==> src/rtl/mips_mem_pkg.sv <==
// Shared types and helpers for the MIPS data-side memory path.
// Used by dcache_wt and dcache_array.
package mips_mem_pkg;

  localparam int WORD_W = 32;

  typedef enum logic [1:0] {
    IDLE    = 2'd0,
    RD_MISS = 2'd1,
    WR_THRU = 2'd2
  } dc_state_t;

  typedef struct packed {
    logic [WORD_W-1:0] idx;
    logic [WORD_W-1:0] tag;
  } addr_split_t;

  // Right-justified index and tag fields of a byte address; callers keep the low bits they need.
  function automatic addr_split_t split_addr(input logic [WORD_W-1:0] addr, input int unsigned idx_w);
    addr_split_t s;
    s.idx = (addr >> 2) & ((32'd1 << idx_w) - 32'd1);
    s.tag = addr >> (idx_w + 2);
    return s;
  endfunction

endpackage

==> src/rtl/dcache_array.sv <==
// Valid/tag/data storage for the direct-mapped cache.
// Combinational read at idx, synchronous write, asynchronous clear of the valid bits.
module dcache_array
  import mips_mem_pkg::*;
#(
  parameter int IDX_W = 4,
  parameter int TAG_W = 30 - IDX_W
) (
  input  logic              clk,
  input  logic              reset,
  input  logic [IDX_W-1:0]  idx,
  output logic              rd_valid,
  output logic [TAG_W-1:0]  rd_tag,
  output logic [WORD_W-1:0] rd_data,
  input  logic              fill_en,
  input  logic              data_en,
  input  logic [TAG_W-1:0]  wr_tag,
  input  logic [WORD_W-1:0] wr_data
);

  localparam int LINES = 2 ** IDX_W;

  logic [LINES-1:0]  valid_q;
  logic [LINES-1:0]  valid_d;
  logic [TAG_W-1:0]  tag_mem  [LINES];
  logic [WORD_W-1:0] data_mem [LINES];

  always_comb begin
    valid_d = valid_q;
    if (fill_en) valid_d[idx] = 1'b1;
  end

  always_ff @(posedge clk or posedge reset) begin
    if (reset) valid_q <= '0;
    else       valid_q <= valid_d;
  end

  // Tag and data need no reset: nothing reads them while the line is invalid.
  always_ff @(posedge clk) begin
    if (fill_en)           tag_mem[idx]  <= wr_tag;
    if (fill_en | data_en) data_mem[idx] <= wr_data;
  end

  assign rd_valid = valid_q[idx];
  assign rd_tag   = tag_mem[idx];
  assign rd_data  = data_mem[idx];

endmodule

==> src/rtl/dcache_wt.sv <==
// Direct-mapped write-through, no-write-allocate data cache in front of a req/ack memory.
// Optional macro DCACHE_STATS_EN adds hit_cnt/miss_cnt output counters.
module dcache_wt
  import mips_mem_pkg::*;
#(
  parameter int IDX_W = 4
) (
  input  logic              clk,
  input  logic              reset,
  input  logic              cpu_re,
  input  logic              cpu_we,
  input  logic [WORD_W-1:0] cpu_addr,
  input  logic [WORD_W-1:0] cpu_wdata,
  output logic [WORD_W-1:0] cpu_rdata,
  output logic              cpu_stall,
  output logic              mem_req,
  output logic              mem_we,
  output logic [WORD_W-1:0] mem_addr,
  output logic [WORD_W-1:0] mem_wdata,
  input  logic [WORD_W-1:0] mem_rdata,
  input  logic              mem_ack
`ifdef DCACHE_STATS_EN
  ,
  output logic [31:0]       hit_cnt,
  output logic [31:0]       miss_cnt
`endif
);

  localparam int TAG_W = 30 - IDX_W;

  addr_split_t        sp;
  logic [IDX_W-1:0]   idx;
  logic [TAG_W-1:0]   tag;
  logic               unused_bits;

  assign sp          = split_addr(cpu_addr, IDX_W);
  assign idx         = sp.idx[IDX_W-1:0];
  assign tag         = sp.tag[TAG_W-1:0];
  assign unused_bits = ^{sp.idx[WORD_W-1:IDX_W], sp.tag[WORD_W-1:TAG_W]};

  logic              arr_valid;
  logic [TAG_W-1:0]  arr_tag;
  logic [WORD_W-1:0] arr_data;
  logic              hit;
  logic              fill_en;
  logic              data_en;
  logic [WORD_W-1:0] arr_wdata;

  dcache_array #(.IDX_W(IDX_W), .TAG_W(TAG_W)) u_array (
    .clk      (clk),
    .reset    (reset),
    .idx      (idx),
    .rd_valid (arr_valid),
    .rd_tag   (arr_tag),
    .rd_data  (arr_data),
    .fill_en  (fill_en),
    .data_en  (data_en),
    .wr_tag   (tag),
    .wr_data  (arr_wdata)
  );

  assign hit = arr_valid & (arr_tag == tag);

  dc_state_t         state_q, state_d;
  logic              mem_req_q, mem_req_d;
  logic              mem_we_q, mem_we_d;
  logic [WORD_W-1:0] mem_addr_q, mem_addr_d;
  logic [WORD_W-1:0] mem_wdata_q, mem_wdata_d;

  // The core holds cpu_addr/cpu_wdata stable while stalled, so idx/tag stay valid for the fill.
  always_comb begin
    state_d     = state_q;
    mem_req_d   = mem_req_q;
    mem_we_d    = mem_we_q;
    mem_addr_d  = mem_addr_q;
    mem_wdata_d = mem_wdata_q;
    cpu_stall   = 1'b0;
    cpu_rdata   = '0;
    fill_en     = 1'b0;
    data_en     = 1'b0;
    arr_wdata   = cpu_wdata;
    case (state_q)
      IDLE: begin
        if (cpu_we) begin
          state_d     = WR_THRU;
          mem_req_d   = 1'b1;
          mem_we_d    = 1'b1;
          mem_addr_d  = {tag, idx, 2'b00};
          mem_wdata_d = cpu_wdata;
          cpu_stall   = 1'b1;
        end else if (cpu_re) begin
          if (hit) begin
            cpu_rdata = arr_data;
          end else begin
            state_d     = RD_MISS;
            mem_req_d   = 1'b1;
            mem_we_d    = 1'b0;
            mem_addr_d  = {tag, idx, 2'b00};
            mem_wdata_d = '0;
            cpu_stall   = 1'b1;
          end
        end
      end
      RD_MISS: begin
        if (mem_ack) begin
          cpu_rdata = mem_rdata;
          arr_wdata = mem_rdata;
          fill_en   = 1'b1;
          state_d   = IDLE;
          mem_req_d = 1'b0;
          mem_we_d  = 1'b0;
        end else begin
          cpu_stall = 1'b1;
        end
      end
      WR_THRU: begin
        if (mem_ack) begin
          data_en   = hit;
          state_d   = IDLE;
          mem_req_d = 1'b0;
          mem_we_d  = 1'b0;
        end else begin
          cpu_stall = 1'b1;
        end
      end
      default: begin
        state_d   = IDLE;
        mem_req_d = 1'b0;
        mem_we_d  = 1'b0;
      end
    endcase
  end

  always_ff @(posedge clk or posedge reset) begin
    if (reset) begin
      state_q     <= IDLE;
      mem_req_q   <= 1'b0;
      mem_we_q    <= 1'b0;
      mem_addr_q  <= '0;
      mem_wdata_q <= '0;
    end else begin
      state_q     <= state_d;
      mem_req_q   <= mem_req_d;
      mem_we_q    <= mem_we_d;
      mem_addr_q  <= mem_addr_d;
      mem_wdata_q <= mem_wdata_d;
    end
  end

  assign mem_req   = mem_req_q;
  assign mem_we    = mem_we_q;
  assign mem_addr  = mem_addr_q;
  assign mem_wdata = mem_wdata_q;

`ifdef DCACHE_STATS_EN
  logic [31:0] hit_cnt_q, hit_cnt_d;
  logic [31:0] miss_cnt_q, miss_cnt_d;
  logic        idle_rd;

  assign idle_rd = (state_q == IDLE) & cpu_re & ~cpu_we;

  always_comb begin
    hit_cnt_d  = hit_cnt_q;
    miss_cnt_d = miss_cnt_q;
    if (idle_rd &  hit) hit_cnt_d  = hit_cnt_q + 32'd1;
    if (idle_rd & ~hit) miss_cnt_d = miss_cnt_q + 32'd1;
  end

  always_ff @(posedge clk or posedge reset) begin
    if (reset) begin
      hit_cnt_q  <= '0;
      miss_cnt_q <= '0;
    end else begin
      hit_cnt_q  <= hit_cnt_d;
      miss_cnt_q <= miss_cnt_d;
    end
  end

  assign hit_cnt  = hit_cnt_q;
  assign miss_cnt = miss_cnt_q;
`endif

endmodule

==> config.mk <==
export PLATFORM = sky130hd
export DESIGN_NAME = dcache_wt
export DESIGN_NICKNAME = d
export VERILOG_FILES = /design/src/rtl/mips_mem_pkg.sv /design/src/rtl/dcache_array.sv /design/src/rtl/dcache_wt.sv
export SDC_FILE = /design/constraint.sdc
export NUM_CORES = 1
export LEC_CHECK = 0
export BUFFER_PORTS_ARGS = -buffer_cell sky130_fd_sc_hd__buf_2
export CAP_MARGIN = 25
export CORE_ASPECT_RATIO = 0.8
export CORE_MARGIN = 2
export CORE_UTILIZATION = 60
export CTS_CLUSTER_DIAMETER = 50
export DETAILED_ROUTE_END_ITERATION = 16
export PLACE_DENSITY = 0.78
export SKIP_LAST_GASP = 1
export SLEW_MARGIN = 25
export SYNTH_ARGS = -nofsm -noshare
export SYNTH_HDL_FRONTEND = slang
export SYNTH_SLANG_ARGS = --single-unit
==> constraint.sdc <==
create_clock -name clk -period 7.5 [get_ports clk]
set_input_delay 1.5 -clock clk [delete_from_list [all_inputs] [get_ports clk]]
set_output_delay 1.5 -clock clk [all_outputs]
set_load 0.01 [all_outputs]
Word-level counts from Yosys, hierarchy flattened
Memory sizes are Yosys's and may differ from the RTL's.
Index checks and enable logic that the tools add are counted.

storage, ports and cells
  bits in writable memories = 928
  register bits = 84
  memories kept = 2
  input port bits = 101
  output and inout bits = 99
  logic and storage cells = 70

memory list
  memory            depth  width  read ports  clocked after Yosys merged registers in  write ports  RTL line            RTL
  u_array.data_mem  16     32     1           0                                        1            dcache_array.sv:26  logic [WORD_W-1:0] data_mem [LINES];
  u_array.tag_mem   16     26     1           0                                        1            dcache_array.sv:25  logic [TAG_W-1:0] tag_mem [LINES];

cells by class
  mux-type cells = 44
  magnitude comparators = 2
  reduce and logical (&&, ||, !) cells = 6
  bitwise operators = 3
  equality and inequality tests = 7

operators by type and width
  kind                  count
  $mux W32              12
  $pmux W32 S2          1
  $eq A26 B26 Y1        1
  $mux W1               21
  $or A16 B16 Y16       1
  $mux W2               4
  $ne A3 B3 Y1 const B  2
  $pmux W1 S2           3
  $reduce_and A3 Y1     2
  $lt A4 B5 Y1 const B  1
  $bmux W1 S4           1
  $demux W1 S4          1
  $ge A4 B1 Y1 const B  1
  $pmux W2 S2           1
  $eq A2 B1 Y1 const B  1
  $eq A2 B2 Y1 const B  1
  $logic_not A2 Y1      1
  $ne A2 B1 Y1 const B  1
  $ne A2 B2 Y1 const B  1
  $reduce_bool A2 Y1    1
  $reduce_or A2 Y1      1
  $and A1 B1 Y1         1
  $logic_and A1 B1 Y1   1
  $or A1 B1 Y1          1

Logic depth before layout (Yosys ltp)
Gate-level depths: netlist (run 1).

  word-level depth = 8
  depth in mapped cells = 15
  depth with buffers taken out = 9

Hierarchy
From an unflattened synthesis (run 1), not the netlist that was laid out.

second synthesis, totals
  cells, all modules = 1860
  area total of the unflattened synthesis = 39365.3 um^2

by module, submodules not included
  module        cells each  area an instance (um^2)  seq. area each (um^2)  instances
  dcache_array  1507        35506.6                  28267.1                1
  dcache_wt     353         3858.7                   1626.6                 1

Worst setup path after synthesis (run 1)
OpenSTA, ideal clock, no wires.

  path type = input port to flip-flop
  from = input cpu_addr[3]
  to = memory u_array.data_mem[0][0], enable pin
  setup slack = 0.056 ns
  cell stages on the path = 14
  buffers on the path = 5
  setup time = 0.502 ns
  required time = 6.998 ns
  arrival = 6.943 ns
  cell sequence = buf_4 > buf_4 > buf_6 > buf_2 > mux2i_1 > nand3_1 > a31oi_1 > o2111ai_1 > nor4_1 > nand3b_1 > nor4_2 > buf_4 > a31oi_4 > nor4_1

between the ends
  cells in the longest elaborated chain, start to end = 8
  elaborated cells on any way between the ends = 10
  those cells by class = 1 x eq/ne; 6 x mux; 2 x bitwise; 1 x memory

RTL lines
  item                                                   RTL line                             RTL
  start: declaration                                     dcache_wt.sv:12                      input logic [WORD_W-1:0] cpu_addr,
  $mem_v2 Z16 W26 / $bmux W1 S4 (equally long branches)  n/a
  $eq A26 B26 Y1 / $mux W1 (equally long branches)       dcache_wt.sv:62, dcache_array.sv:44
  $and A1 B1 Y1                                          dcache_wt.sv:62                      assign hit = arr_valid & (arr_tag == tag);
  $mux W1                                                dcache_wt.sv:117                     if (mem_ack) begin
  $mux W1                                                dcache_wt.sv:82                      case (state_q)
  $or A1 B1 Y1                                           dcache_array.sv:41                   if (fill_en | data_en) data_mem[idx] <= wr_data;
  $mux W1                                                dcache_array.sv:41
  $mux W1 (implied by the code)                          dcache_array.sv:41
  end: declaration                                       dcache_array.sv:26

Parallel ways exist; a longest one is shown, timed or not. The select of a mux whose other input is x is not followed.

Worst setup path after layout (run 1)
  from = input cpu_addr[2]
  to = output cpu_rdata[16]

between the ends
  cells in the longest elaborated chain, start to end = 7
  elaborated cells on any way between the ends = 10
  those cells by class = 1 x eq/ne; 6 x mux; 1 x bitwise; 2 x memory

RTL lines
  item                                                   RTL line                             RTL
  $mem_v2 Z16 W26 / $bmux W1 S4 (equally long branches)  n/a
  $eq A26 B26 Y1 / $mux W1 (equally long branches)       dcache_wt.sv:62, dcache_array.sv:44
  $and A1 B1 Y1                                          dcache_wt.sv:62
  $mux W32 *                                             dcache_wt.sv:92                      if (hit) begin
  $mux W32 *                                             dcache_wt.sv:91                      end else if (cpu_re) begin
  $mux W32 *                                             dcache_wt.sv:84                      if (cpu_we) begin
  $pmux W32 S2 *                                         dcache_wt.sv:82
  end: declaration                                       dcache_wt.sv:14                      output logic [WORD_W-1:0] cpu_rdata,

Every way passes the cells marked *; elsewhere a longest branch is shown, timed or not. The select of a mux whose other input is x is not followed.

==> Implementation_results.wiki, run 1 <==
{| class="wikitable"
! Metric !! Value
|-
| Run status || completed
|-
| Number of violations of the max-capacitance limit || 0
|-
| WP data required || 6.00 ns
|-
| FF-to-FF Start || u_array.tag_mem[7][5]
|-
| Net count, final || 2508
|-
| Syn-to-layout area delta || 15.0%
|-
| Type of the worst setup path || input port to output pin
|-
| Count of unique library cells instantiated by Yosys || 63
|-
| Busiest metal layer after global routing || met2
|-
| Max Clk Rate || 144 MHz
|-
| Combinational family with the most area after synthesis || multiplexers
|-
| Total wirelength of the detailed-routed design || 104000 um
|-
| Number of cells on the worst hold path || 1
|-
| Number of placement rows || 85
|-
| Final Non-Filler Cells || 3362
|-
| Post-synthesis instance area || 40400 um^2
|-
| Clock slew seen by the registers of the worst setup and hold paths || 0.06 ns
|-
| Total via count after detailed routing || 22700
|-
| HPWL reported at the end of detailed placement || 59100 um
|-
| Share of synthesized flip-flops with an asynchronous set or reset || 0.0803
|-
| Fraction of layout cells with a size suffix above 1 || 0.301
|-
| Buffers inserted during post-CTS setup optimization || 0
|-
| Startpoint class of the critical path || input port
|-
| Cell leakage power || 16.1 nW
|-
| Maximum number of pins on one net before global-route repair || 69
|-
| GRT Residual Overflow || 0
|-
| Commonest cells after routing, fill and taps aside || sky130_fd_sc_hd__edfxtp_1 (928), sky130_fd_sc_hd__mux4_2 (229), sky130_fd_sc_hd__nand2_1 (222)
|-
| Maximum clock path buffer count || 3
|-
| Via count of the first global-routing pass || 22900
|-
| Die extent in x || 294 um
|-
| Core Footprint || 67000 um^2
|-
| Fraction of synthesized cell area taken by the top area cell type || 0.689
|-
| Number of CTS-inserted buffers || 96
|-
| Count of cells along the worst register-to-register path || 15
|-
| Vertical extent of the die || 236 um
|-
| Library cell with the largest summed area after synthesis || sky130_fd_sc_hd__edfxtp_1
|-
| XOR/XNOR share of the synthesized area || 0.00517
|-
| Global-route met1 utilization || 0.430
|-
| Number of sinks handled by clock tree synthesis || 1009
|-
| Max-slew headroom || 0.256
|-
| Share of synthesized cell area in full adder, half adder and majority cells || 0.00124
|-
| Global-route track usage on met2 || 0.475
|-
| DP Cell Count || 3175
|-
| Max FO, Critical Path || 46
|-
| Unrepaired setup endpoints after global routing || no
|-
| Design area || 46500 um^2
|-
| Root Buffer || sky130_fd_sc_hd__clkbuf_16
|-
| Final-report max-slew violation count || 0
|-
| Count of H-tree levels built during CTS || 3
|-
| Count of unresolved DRC violations after routing || 0
|-
| Count of input and output buffers || 195
|-
| Count of state elements after synthesis || 1009
|-
| Power per Cell Area || 283 nW/um^2
|-
| Setup clock skew after layout || 0.0301 ns
|-
| Leading post-synthesis cells by cell area || sky130_fd_sc_hd__edfxtp_1 (69%), sky130_fd_sc_hd__mux4_2 (13%), sky130_fd_sc_hd__dfrtp_1 (5.0%)
|-
| Share of the synthesized area in compound gates (AO/OA/AOI/OAI) || 0.0305
|-
| Most common flop cell mapped by yosys || sky130_fd_sc_hd__edfxtp_1
|-
| Insertion delay to the later sink of the worst-skew pair || 0.67 ns
|-
| Overall routing resource usage || 0.303
|-
| Cell count after synthesis || 2145
|-
| Max VDD drop || 0.197 mV
|-
| Initial Util || 0.603
|-
| Number of setup violations in the final report || 0
|-
| Part of the Yosys area used for sequential elements || 0.739
|-
| Number of iterations in the first detailed-routing pass || 8
|-
| Per-cell routed wire length || 30.9 um
|-
| Number of warning messages in the yosys log || 0
|-
| CTS resizes || 0
|-
| Slew at the pin closest to its max-slew limit || 1.12 ns
|-
| First-pass GRT wire length || 151000 um
|-
| Arrival time reported for the critical path endpoint || 5.46 ns
|-
| Hold Path Origin || u_array.valid_q[9]
|-
| Final count of hold timing violations || 0
|-
| Simple logic cell fraction of the synthesized area || 0.0479
|-
| Design Power || 13.2 mW
|-
| Critical Path End Type || output pin
|-
| Routed Antenna Nets || 0
|-
| Routability-driven placement congestion ratio || 0.879
|-
| Hold Buf Count CTS || 0
|-
| Total I/O pin count || 200
|-
| Number of flops mapped to enable cells by yosys || 928
|-
| Area enclosed by the die boundary || 69500 um^2
|-
| Number of design-rule violations left by the first detailed-router iteration || 3314
|-
| Accumulated negative setup slack || 0 ns
|-
| Synthesized area per cell || 18.8 um^2
|-
| Core Util, Final || 0.694
|-
| Placed cell area || 43300 um^2
|-
| Antenna violations before repair || 11
|-
| Hold Crit Class || register to register
|-
| Post-detailed-route via-to-cell ratio || 6.76
|-
| Met3 track demand over resource || 0.0748
|-
| Shortest period the worst path allows || 6.96 ns
|-
| Leading cell type in the layout, fill and taps excluded || sky130_fd_sc_hd__edfxtp_1
|-
| Clock tree from TritonCTS || built
|-
| Critical path startpoint || cpu_addr[2]
|-
| Portion of netlist area occupied by mux cells || 0.156
|-
| Crit share post-route || 0.928
|}
-- per-stage QoR --
step           hold slack [ns]  setup slack (ns)
2_1_floorplan            0.434            0.0559
3_3_place_gp             0.446             0.764
3_5_place_dp             0.449             0.754
4_1_cts                  0.465             0.657
5_1_grt                  0.475             0.393
6_report                 0.470             0.541
-- cells in the mapped netlist, types with 34 or more instances --
| master | instances |
|---|---|
| sky130_fd_sc_hd__edfxtp_1 | 928 |
| sky130_fd_sc_hd__mux4_2 | 229 |
| sky130_fd_sc_hd__nand2_1 | 225 |
| sky130_fd_sc_hd__mux2i_1 | 85 |
| sky130_fd_sc_hd__dfrtp_1 | 81 |
| sky130_fd_sc_hd__clkbuf_1 | 58 |
| sky130_fd_sc_hd__a21oi_1 | 46 |
| sky130_fd_sc_hd__nand3_1 | 41 |
| sky130_fd_sc_hd__buf_2 | 38 |
| sky130_fd_sc_hd__o21ai_0 | 37 |
| sky130_fd_sc_hd__a31oi_1 | 35 |
| sky130_fd_sc_hd__and2_1 | 34 |
| sky130_fd_sc_hd__inv_1 | 34 |
-- report_power, final --
| part | internal [mW] | switching [mW] | total (mW) | leakage [nW] |
|---|---|---|---|---|
| clock network | 2.75 | 2.11 | 4.86 | 1.55 |
| registers | 6.52 | 0.155 | 6.68 | 9.37 |
| logic | 0.576 | 1.03 | 1.61 | 5.19 |
| total | 9.85 | 3.30 | 13.2 | 16.1 |
-- path summary, 6_finish.rpt --
| check | end | slack (ns) |
|---|---|---|
| worst max-delay path | cpu_rdata[16] | 0.54 |
| worst min-delay path | u_array.valid_q[9] | 0.47 |
| worst max register to register | u_array.data_mem[0][15] | 2.54 |
| worst min register to register | u_array.valid_q[9] | 0.47 |
| max in group asynchronous | mem_addr[23] | 5.44 |
| min in group asynchronous | mem_addr[9] | 0.83 |
-- state kept, by name (all words and copies together) (netlist names) --
register and count:
mem_req 1, u_array.data_mem 512, u_array.valid_q 16, mem_addr 30, state_q 1, mem_we 1, u_array.tag_mem 416, mem_wdata 32
-- critical path, stage by stage --
cell                       delay (ns)
sky130_fd_sc_hd__buf_8           0.40
sky130_fd_sc_hd__buf_4           0.40
sky130_fd_sc_hd__mux4_2          0.55
sky130_fd_sc_hd__mux2i_1         0.23
sky130_fd_sc_hd__xnor2_1         0.10
sky130_fd_sc_hd__o32ai_1         0.70
sky130_fd_sc_hd__nand4b_1        0.35
sky130_fd_sc_hd__nor4_4          0.34
sky130_fd_sc_hd__buf_4           0.25
sky130_fd_sc_hd__buf_12          0.19
sky130_fd_sc_hd__nand3_1         0.11
sky130_fd_sc_hd__nand2_1         0.13
sky130_fd_sc_hd__buf_2           0.14
-- cell type report --
| cell class | instances | area [um^2] |
|---|---|---|
| well taps | 870 | 1090 |
| clock buffers | 136 | 2660 |
| diodes | 6 | 15.0 |
| repair buffers | 284 | 2190 |
| fillers | 3972 | 20500 |
| multi-input cells | 976 | 9990 |
| inverters | 36 | 139 |
| flip-flops and latches | 1009 | 29900 |
| clock inverters | 45 | 528 |
-- per-layer routing --
metal / wire length (um) / vias to the layer above
li1: - / 9151
met1: 38100 / 11700
met2: 49800 / 1629
met3: 12800 / 269
met4: 3210 / 10
met5: 61 / -
-- cell families after synthesis --
logic type | Yosys count
AO/OA/AOI/OAI | 193
AND/OR/NAND/NOR | 412
XOR/XNOR | 23
buffers and inverters | 161
other | 1
adder cells (fa/ha/maj) | 4
flip-flops | 1009
multiplexers | 342
Note: power is estimated with default switching activity, not from simulation.
==> run 2, diff against run 1 <==
Settings changed: PLACE_DENSITY 0.78 to default, PLACE_DENSITY_LB_ADDON from default to 0.12.
==> run 2 against run 1 <==
Net effect:
- via count decreased by 3.2%
- flip-flop and latch count unchanged
- global-route usage decreased by 1.1 points
- largest power group unchanged
- critical path depth increased by 1
- combinational power decreased by 2%
- count of clock-buffer cells in the layout decreased by 1
- maximum frequency increased by 2.2%
- cell count decreased by 0.54%
==> Implementation_results.wiki, run 2 (synthesis gave the netlist of run 1 again) <==
{| class="wikitable"
! Metric !! Value
|-
| Startpoint class of the critical path || input port (unchanged)
|-
| Number of CTS-inserted buffers || 98 (was 96)
|-
| Fraction of layout cells with a size suffix above 1 || 0.295 (was 0.301)
|-
| Logic pwr share || 0.120 (was 0.122)
|-
| Accumulated negative setup slack || 0 ns (unchanged)
|-
| Overall routing resource usage || 0.293 (was 0.303)
|-
| Net switching power || 3.23 mW (was 3.30 mW)
|-
| Antenna violations before repair || 9 (was 11)
|-
| Number of iterations in the first detailed-routing pass || 6 (was 8)
|-
| Leading cell type in the layout, fill and taps excluded || sky130_fd_sc_hd__edfxtp_1 (unchanged)
|-
| Final-report max-slew violation count || 0 (unchanged)
|-
| Root Buffer || sky130_fd_sc_hd__clkbuf_16 (unchanged)
|-
| Final worst hold slack || 0.471 ns (was 0.470 ns)
|-
| Maximum clock path buffer count || 3 (unchanged)
|-
| Total via count after detailed routing || 22000 (was 22700)
|-
| CTS resizes || 0 (unchanged)
|-
| Maximum number of pins on one net before global-route repair || 85 (was 69)
|-
| Max-slew headroom || 0.341 (was 0.256)
|-
| Hold Crit Class || register to register (unchanged)
|-
| Slew at the pin closest to its max-slew limit || 0.989 ns (was 1.12 ns)
|-
| WP data required || 6.00 ns (about the same)
|-
| First-pass GRT wire length || 145000 um (was 151000 um)
|-
| Sequential share of power || 0.509 (was 0.508)
|-
| Design Power || 13.1 mW (was 13.2 mW)
|-
| Count of H-tree levels built during CTS || 3 (unchanged)
|-
| Cell leakage power || 15.9 nW (was 16.1 nW)
|-
| Arrival time reported for the critical path endpoint || 5.31 ns (was 5.46 ns)
|-
| Per-cell routed wire length || 29.9 um (was 30.9 um)
|-
| Run status || completed (unchanged)
|-
| Number of fill cells || 4284 (was 3972)
|-
| Number of setup violations in the final report || 0 (unchanged)
|-
| Count of unresolved DRC violations after routing || 0 (unchanged)
|-
| Final count of hold timing violations || 0 (unchanged)
|-
| Critical Path End Type || output pin (unchanged)
|-
| Via count of the first global-routing pass || 21700 (was 22900)
|-
| Unrepaired setup endpoints after global routing || no (unchanged)
|-
| Net switching fraction of the power || 0.247 (was 0.251)
|-
| Total I/O pin count || 200 (unchanged)
|-
| Number of placement rows || 85 (unchanged)
|-
| Max Clk Rate || 147 MHz (was 144 MHz)
|-
| Clock power share || 0.371 (was 0.370)
|-
| Insertion delay to the later sink of the worst-skew pair || 0.66 ns (was 0.67 ns)
|-
| Max FO, Critical Path || 84 (was 46)
|-
| Clock tree from TritonCTS || built (unchanged)
|-
| Total wirelength of the detailed-routed design || 100000 um (was 104000 um)
|-
| Routability-driven placement congestion ratio || 0.885 (was 0.879)
|-
| Power per Cell Area || 284 nW/um^2 (was 283 nW/um^2)
|-
| Setup clock skew after layout || 0.0318 ns (was 0.0301 ns)
|-
| Routed Antenna Nets || 0 (unchanged)
|-
| Register with the most flip-flops || u_array.data_mem (unchanged)
|-
| Commonest cells after routing, fill and taps aside || sky130_fd_sc_hd__edfxtp_1 (928), sky130_fd_sc_hd__mux4_2 (229), sky130_fd_sc_hd__nand2_1 (222) (unchanged)
|-
| Number of violations of the max-capacitance limit || 0 (unchanged)
|-
| Vertical extent of the die || 236 um (unchanged)
|-
| Post-detailed-route via-to-cell ratio || 6.58 (was 6.76)
|-
| Max VDD drop || 0.207 mV (was 0.197 mV)
|-
| Net count, final || 2492 (was 2508)
|-
| Number of sinks handled by clock tree synthesis || 1009 (unchanged)
|-
| Type of the worst setup path || input port to output pin (unchanged)
|-
| Syn-to-layout area delta || 14.0% (was 15.0%)
|-
| Core Footprint || 67000 um^2 (unchanged)
|-
| Initial Util || 0.603 (unchanged)
|-
| Die extent in x || 294 um (unchanged)
|-
| Internal power consumption || 9.87 mW (was 9.85 mW)
|-
| Buffers inserted during post-CTS setup optimization || 0 (unchanged)
|-
| Crit share post-route || 0.908 (was 0.928)
|-
| Flip-flop count of the largest register after layout || 512 (unchanged)
|-
| HPWL reported at the end of detailed placement || 56500 um (was 59100 um)
|-
| GRT Residual Overflow || 0 (unchanged)
|-
| Number of design-rule violations left by the first detailed-router iteration || 2757 (was 3314)
|-
| Area enclosed by the die boundary || 69500 um^2 (unchanged)
|-
| Count of input and output buffers || 195 (unchanged)
|-
| Clock slew seen by the registers of the worst setup and hold paths || 0.06 ns (about the same)
|-
| Hold Buf Count CTS || 0 (unchanged)
|-
| Shortest period the worst path allows || 6.81 ns (was 6.96 ns)
|}
run 2: cell types whose count changed in the layout (fill, tap and decap cells not counted), moves of 2 or more:
cell                         previous run  this run
sky130_fd_sc_hd__buf_12                30        19
sky130_fd_sc_hd__buf_16                 7         0
sky130_fd_sc_hd__clkbuf_8               9         4
sky130_fd_sc_hd__clkinv_1               7        12
sky130_fd_sc_hd__clkbuf_16             97       101
sky130_fd_sc_hd__diode_2                6         3
sky130_fd_sc_hd__buf_6                  1         3
sky130_fd_sc_hd__clkinv_16              2         0
sky130_fd_sc_hd__clkinv_4               4         2
sky130_fd_sc_hd__clkinv_8               3         1
sky130_fd_sc_hd__clkinvlp_4             3         5
sky130_fd_sc_hd__inv_6                  2         4
run 2: worst paths after layout:
path	start	end	slack, ns	cells past startpoint
max in group asynchronous	reset	mem_wdata[27]	5.74	3
worst max-delay path	cpu_addr[3]	cpu_rdata[0]	0.69	14
worst min register to register	u_array.valid_q[2]	u_array.valid_q[2]	0.47	1
min in group asynchronous	reset	mem_addr[19]	0.75	2
worst max register to register	u_array.tag_mem[11][23]	u_array.data_mem[15][1]	3.14	13
worst min-delay path	u_array.valid_q[2]	u_array.valid_q[2]	0.47	1
run 2: final cells by class:
class                   count  area, um^2  area share
multi-input cells         976       10000       0.217
repair buffers            266        1780      0.0387
clock inverters            49         480      0.0104
well taps                 870        1090      0.0236
inverters                  36         139     0.00301
clock buffers             135        2700      0.0585
diodes                      3        7.51    0.000163
flip-flops and latches   1009       29900       0.649
run 2: power groups by stage:
stage / sequential (mW) / combinational (mW) / clock (mW)
after floorplan: 6.83 / 0.850 / 0
after global placement: 6.77 / 1.52 / 0
after detailed placement: 6.78 / 1.57 / 0
after CTS: 6.67 / 1.57 / 4.91
after global routing: 6.69 / 1.71 / 5.14
final: 6.67 / 1.57 / 4.86
run 2: layer usage:
metal	global-route usage	up-vias	routed length, um
li1	-	9119	-
met1	0.430	11500	39900
met2	0.442	1217	46900
met3	0.0732	193	10500
met4	0.0869	8	2650
met5	0	-	45
run 2: worst max-delay path: stages:
cell and delay (ns):
sky130_fd_sc_hd__buf_8 0.55, sky130_fd_sc_hd__buf_12 0.44, sky130_fd_sc_hd__mux2i_1 0.21, sky130_fd_sc_hd__nand4_1 0.14, sky130_fd_sc_hd__nand4_1 0.15, sky130_fd_sc_hd__o32a_1 0.39, sky130_fd_sc_hd__nor4_1 0.29, sky130_fd_sc_hd__buf_4 0.18
sky130_fd_sc_hd__nand3b_1 0.15, sky130_fd_sc_hd__nor4_4 0.36, sky130_fd_sc_hd__buf_12 0.27, sky130_fd_sc_hd__nand3_1 0.11, sky130_fd_sc_hd__nand2_1 0.19, sky130_fd_sc_hd__buf_2 0.16
run 2: stage by stage:
step	std cells	util	setup WS [ns]	area (um^2)
floorplan	2146	-	0.0559	40400
global placement	3157	0.640	0.804	42900
detailed placement	3157	0.640	0.765	42900
CTS	3341	0.688	0.760	46100
global route	3342	0.688	0.498	46100
finish	3344	0.688	0.689	46100
